[src/rtl/ahb_resp_mux.sv]
// AHB uncore response multiplexer: registers the data-phase region select and
// muxes read data, ready and response, forcing an error on unmapped or timed-out transfers.
module ahb_resp_mux #(
  parameter int XLEN    = 64,
  parameter int NREG    = 15,
  parameter int TIMEOUT = 255
) (
  input  logic                 HCLK,
  input  logic                 HRESETn,
  input  logic                 HSEL,
  input  logic [1:0]           HTRANS,
  input  logic                 HREADY,
  input  logic [NREG-1:0]      SelRegions,
  input  logic [NREG*XLEN-1:0] RegRDATA,
  input  logic [NREG-1:0]      RegREADYOUT,
  input  logic [NREG-1:0]      RegRESP,
  output logic [XLEN-1:0]      HRDATA,
  output logic                 HREADYOUT,
  output logic                 HRESP,
  output logic [NREG-1:0]      SelD,
  output logic                 TimeoutErr
);

  localparam int CNT_W = $clog2(TIMEOUT + 1);
  localparam logic [CNT_W-1:0] CNT_MAX = CNT_W'(TIMEOUT);

  typedef enum logic [1:0] {IDLE, DATA, ERR1, ERR2} state_t;

  state_t           state;
  logic [CNT_W-1:0] wait_cnt;

  logic             accept;
  logic [NREG-1:0]  sel_next;
  state_t           accept_state;
  logic [XLEN-1:0]  reg_rdata;
  logic             reg_ready;
  logic             reg_resp;
  logic             timeout_hit;
  logic             unused;

  assign unused = HTRANS[0];

  // Lowest-index region among bits NREG-1..1 wins; nothing decoded maps to bit 0.
  function automatic logic [NREG-1:0] reduce_sel(input logic [NREG-1:0] sel);
    logic [NREG-1:0] r;
    r = NREG'(1);
    for (int k = NREG - 1; k >= 1; k--) begin
      if (sel[k]) r = NREG'(1) << k;
    end
    return r;
  endfunction

  assign accept       = HSEL & HTRANS[1] & HREADY;
  assign sel_next     = reduce_sel(SelRegions);
  assign accept_state = sel_next[0] ? ERR1 : DATA;

  always_comb begin
    reg_rdata = '0;
    for (int k = 0; k < NREG; k++) begin
      if (SelD[k]) reg_rdata = reg_rdata | RegRDATA[k*XLEN +: XLEN];
    end
  end

  assign reg_ready   = |(SelD & RegREADYOUT);
  assign reg_resp    = |(SelD & RegRESP);
  assign timeout_hit = (state == DATA) && !reg_ready && (wait_cnt == CNT_MAX);

  // Outputs depend only on registered state, SelD and the region inputs.
  always_comb begin
    HRDATA    = '0;
    HREADYOUT = 1'b1;
    HRESP     = 1'b0;
    case (state)
      DATA: begin
        if (timeout_hit) begin
          HREADYOUT = 1'b0;
          HRESP     = 1'b1;
        end else begin
          HRDATA    = reg_rdata;
          HREADYOUT = reg_ready;
          HRESP     = reg_resp;
        end
      end
      ERR1: begin
        HREADYOUT = 1'b0;
        HRESP     = 1'b1;
      end
      ERR2: begin
        HREADYOUT = 1'b1;
        HRESP     = 1'b1;
      end
      default: ;
    endcase
  end

  always_ff @(posedge HCLK or negedge HRESETn) begin
    if (!HRESETn) begin
      state      <= IDLE;
      SelD       <= '0;
      wait_cnt   <= '0;
      TimeoutErr <= 1'b0;
    end else begin
      if (accept) SelD <= sel_next;
      else if (HREADY) SelD <= '0;

      case (state)
        IDLE, ERR2: begin
          if (accept) begin
            state    <= accept_state;
            wait_cnt <= '0;
          end else begin
            state <= IDLE;
          end
        end
        DATA: begin
          if (reg_ready) begin
            if (accept) begin
              state    <= accept_state;
              wait_cnt <= '0;
            end else begin
              state <= IDLE;
            end
          end else if (timeout_hit) begin
            // Region is abandoned; ERR2 ignores any late ready it may still raise.
            state      <= ERR2;
            TimeoutErr <= 1'b1;
          end else if (wait_cnt != CNT_MAX) begin
            wait_cnt <= wait_cnt + 1'b1;
          end
        end
        ERR1: state <= ERR2;
        default: state <= IDLE;
      endcase
    end
  end

endmodule

[config.mk]
export PLATFORM = sky130hd
export DESIGN_NAME = ahb_resp_mux
export DESIGN_NICKNAME = d
export VERILOG_FILES = /design/src/rtl/ahb_resp_mux.sv
export SDC_FILE = /design/constraint.sdc
export NUM_CORES = 1
export LEC_CHECK = 0
export CAP_MARGIN = 20
export CORE_AREA = 2 2 430 432
export DETAILED_ROUTE_END_ITERATION = 16
export DIE_AREA = 0 0 432 434
export HOLD_SLACK_MARGIN = 0.02
export PLACE_DENSITY = 0.34
export SLEW_MARGIN = 20
export SYNTH_ARGS = -nofsm -noshare
export SYNTH_HDL_FRONTEND = slang
export SYNTH_SLANG_ARGS = --single-unit
[constraint.sdc]
create_clock -name HCLK -period 4.65 [get_ports HCLK]
set_input_delay 0.93 -clock HCLK [delete_from_list [all_inputs] [get_ports HCLK]]
set_output_delay 0.93 -clock HCLK [all_outputs]
set_load 0.02 [all_outputs]
# Yosys cells after proc, flatten, opt, wreduce, memory -nomap -nowiden
# Index checks and enable logic that the tools add are counted.
# classes
n_bitwise,19
addsub,1
n_eq_ne,8
reduce_logical,12
n_mux,47
# ops
cell,count
$mux W64,17
$or A64 B64 Y64,14
$mux W15,16
$mux W8,4
$and A15 B15 Y15,2
$reduce_or A15 Y1,2
$pmux W8 S2,1
$add A8 B1 Y8 const B,1
$eq A8 B8 Y1 const B,1
$mux W2,4
$ne A8 B8 Y1 const B,1
$ne A3 B3 Y1 const B,2
$pmux W2 S3,1
$reduce_and A3 Y1,2
$eq A2 B2 Y1 const B,2
$pmux W1 S2,2
$reduce_bool A2 Y1,2
$reduce_or A2 Y1,2
$ne A3 B2 Y1 const B,1
$and A1 B1 Y1,2
$eq A2 B1 Y1 const B,1
$logic_and A1 B1 Y1,2
$logic_not A2 Y1,1
$mux W1,2
2 further kinds,2
# totals
register_bits,26
inputBits,1011

# Depth between registers and ports, before layout
# depth
word_depth,31
depth_mapped,7
mapped_depth_nobuf,7

# Worst setup path after synthesis
# OpenSTA, ideal clock, no wires.
# synth_timing
path_kind,input-to-output
start,input RegREADYOUT[0]
end,output HRESP
arrival_ns,2.255
stages,6
n_path_buf,1
slack_ns,1.465
path_cell_list,a222oi_1 > and3_1 > and3_1 > buf_4 > nand2_1 > a31oi_1
# synth_via
elab_chain_cells,7
# synth_rtl
item,line,text
"start, declared",15,"input logic [NREG-1:0] RegREADYOUT,"
$and A15 B15 Y15,64,assign reg_ready = |(SelD & RegREADYOUT);
$reduce_or A15 Y1,64,
$logic_not A1 Y1,66,assign timeout_hit = (state == DATA) && !reg_ready && (wait_cnt == CNT_MAX);
$logic_and A1 B1 Y1 (2 in series),66,
$mux W1,75,if (timeout_hit) begin
$pmux W1 S2,73,case (state)
"end, declared",19,"output logic HRESP,"
# Every way passes these cells.

# Worst setup path after layout
# layout_timing
start,input RegREADYOUT[13]
end,output HRDATA[44]
# layout_via
elab_chain_cells,7
# layout_rtl
item,line,text
$and A15 B15 Y15,64,
$reduce_or A15 Y1,64,
$logic_not A1 Y1,66,
$logic_and A1 B1 Y1 (2 in series),66,
$mux W64,75,
$mux W64,73,
"end, declared",17,"output logic [XLEN-1:0] HRDATA,"
# Every way passes these cells.

==> results.yml <==
worst_setup_path:
  cp_max_fo: 26
  critical_path_depth: 9
  startpoint: "RegREADYOUT[13]"
  worstPathArrival_ns: 3.47
  cp_top_family: "buffers and inverters"
  path_class: "primary input to output pin"
  cp-start-kind: "primary input"
  rr_endpoint: "wait_cnt[5]"
  worstPathRequired_ns: 3.72
  rrSetupSlack_ns: 2.40
  cp_cell_sequence: "clkdlybuf4s50_1 -> a222oi_1 -> and3_1 -> nand2_1 -> o21ai_4 -> buf_12 -> a31oi_1 -> buf_4 -> clkdlybuf4s50_1"
  critPathBufInv: 4
  timing.rr.start: "SelD[0]"
  cpMostUsedCell: "clkdlybuf4s50_1"
  max_stage_delay_ns: 0.62
  crit_end: "HRDATA[44]"
  cp_slowest_cell: "clkdlybuf4s50_1"
  reg2reg_depth: 5
  crit_path_end_kind: "output pin"
global_route:
  antenna_found_initial: 216
  gr-total-overflow: 0
  grtUsageTotal_pct: 17.8
  grt_first_pass_wirelength_um: 207000
  grt_pass1_vias: 14700
  grt_max_degree: 51
sta:
  period_share_pct: 94.7
  timing.final.max_slew_violations: 0
  final_critical_path_setup_slack_ns: 0.247
  fmax_mhz: 227
  final-setup-viol-count: 0
  hold_viol: 0
  tns_ns: 0
  maxSlewHeadroom_pct: 35.6
  finalCriticalPeriod_ns: 4.40
  tightest_slew_ns: 0.967
  clock_skew_ns: 0.00753
  rsz0062_at_grt: "false"
yosys:
  syn_area_per_cell_um2: 7.87
  synth_area_leader_cell: "a22o_1"
  synth.most_common_cell: "a22oi_1"
  synthArstFlopShare_pct: 100
  synth_cell_types: 41
  synth_top_area_share_pct: 17.6
  synth_edf_count: 0
  yosys-top-cells-count: "141 x a22oi_1, 132 x a22o_1, 129 x a221oi_1, 87 x clkbuf_1, 70 x and3_1"
  syn_area_um2: 6580
  synth_seq_cells: 26
  ys.flop_type: "dfrtp_1"
  ys_warn_count: 0
  syn_nets: 1852
  yosysSeqAreaShare_pct: 9.89
  ys_top_cells_by_area: "a22o_1 18%, a221oi_1 17%, a22oi_1 16%"
  syn_inst: 836
final_layout:
  layout-drive-gt1-share_pct: 8.22
  final_area_um2: 21300
  stdcell_count: 4343
  nNetsFinal: 2940
  area_growth_pct: 223
placement:
  gp_congestion: 0.928
  io_buffer_count: 1090
  pre_cts_ws_ns: 0.264
  placed_cells: 4304
  hpwl_um: 157000
  dpl-instance-area_um2: 21100
cts:
  root_buffer: "clkbuf_16"
  hold_buffers: 0
  cts.sinks: 26
  cts_max_level: 1
  clk-insertion-delay-late_ns: 0.27
  cts_tree: "built"
  cts_resized: 0
  clkTransAtPathRegs_ns: 0.07
  cts_buffers: 3
  clockBufferDepth: 2
  cts_setup_buffers: 0
die:
  ios: 1093
  die_w_um: 432
  die_area_um2: 187000
  fp.dieH_um: 434
  rows: 157
  start_util_pct: 3.60
  design.core.area_um2: 182000
run:
  maxCapViolCount: 0
pwr:
  p_leak_uw: 0.00629
  powerDensity_nw_per_um2: 80.0
  peakVddDrop_mv: 0.101
route:
  dr.pass1.iters: 6
  dr_total_vias: 15500
  drtIter0Drc: 1779
  antenna_left: 0
  totalWireLength_um: 177000
  drc: 0
  via_per_inst: 3.56
  wire_per_inst_um: 40.8
worst_hold_path:
  hold_path_class: "flip-flop to flip-flop"
status:
  outcome: "completed"
final cells by class:
class / instances / area (um2)
Sequential cell: 26 / 707
Clock buffer: 4 / 88.8
Timing Repair Buffer: 1198 / 11900
Multi-Input combinational cell: 682 / 5440
Inverter: 13 / 48.8
Antenna cell: 35 / 87.6
Fill cell: 21000 / 161000
Tap cell: 2385 / 2980
power breakdown:
part	switching [uW]	internal (uW)	total, uW
clock	86.5	132	219
combinational	413	826	1240
sequential	11.5	230	242
cells by family after synthesis:
group	share of synthesized area, %
AO/OA/AOI/OAI	71.3
AND/OR/NAND/NOR	10.1
flip-flops	9.89
buffers and inverters	7.48
multiplexers	0.304
adder cells (fa/ha/maj)	0.951
metal layers:
metal  share of wire [%]  GRT usage, %  vias up
met3                 9.8          5.92      305
met4                 1.5          2.86      112
li1                    -             -     6119
met2                  48          30.2     1210
met1                  40          22.0     7727
met5                0.41             0        -
worst reg2reg max path: stages (launching register included):
cell      delay [ns]
dfrtp_4         0.65
a222oi_1        0.36
and3_1          0.25
nand3_1         0.26
nor2_1          0.43
a311oi_1        0.17
worst min-delay path by stage:
stage | cells after the start | from | end
finish | 1 | TimeoutErr | TimeoutErr
global route | 1 | TimeoutErr | TimeoutErr
CTS | 1 | TimeoutErr | TimeoutErr
detailed placement | 1 | TimeoutErr | TimeoutErr
global placement | 1 | TimeoutErr | TimeoutErr
floorplan | 1 | wait_cnt[6] | wait_cnt[6]
cells in the final DEF (no fill, tap or decap), types with 6 or more instances in the layout:
master / Yosys / routed
nand2_1: 6 / 6
diode_2: 0 / 35
and3_1: 70 / 70
nor3_1: 6 / 6
nor2_1: 6 / 6
buf_4: 1 / 110
a22o_1: 132 / 132
a222oi_1: 66 / 66
a31oi_1: 68 / 68
a221oi_1: 129 / 129
a22oi_1: 141 / 141
a32o_1: 10 / 10
clkdlybuf4s50_1: 0 / 1069
dfrtp_4: 0 / 15
buf_12: 0 / 18
inv_1: 12 / 12
dfrtp_1: 26 / 11
metrics by stage:
stage	total power [uW]	hold WS [ns]	util (%)
global route	1750	0.509	11.6
CTS	1710	0.474	11.6
floorplan	354	0.531	-
finish	1700	0.470	11.6
detailed placement	1480	0.453	11.6
global placement	1480	0.456	11.6
state kept, by name, indices dropped and copies added (netlist names):
| name | count |
|---|---|
| SelD | 15 |
| wait_cnt | 8 |
| state | 2 |
| TimeoutErr | 1 |
Power figures use the tool's default switching activity.
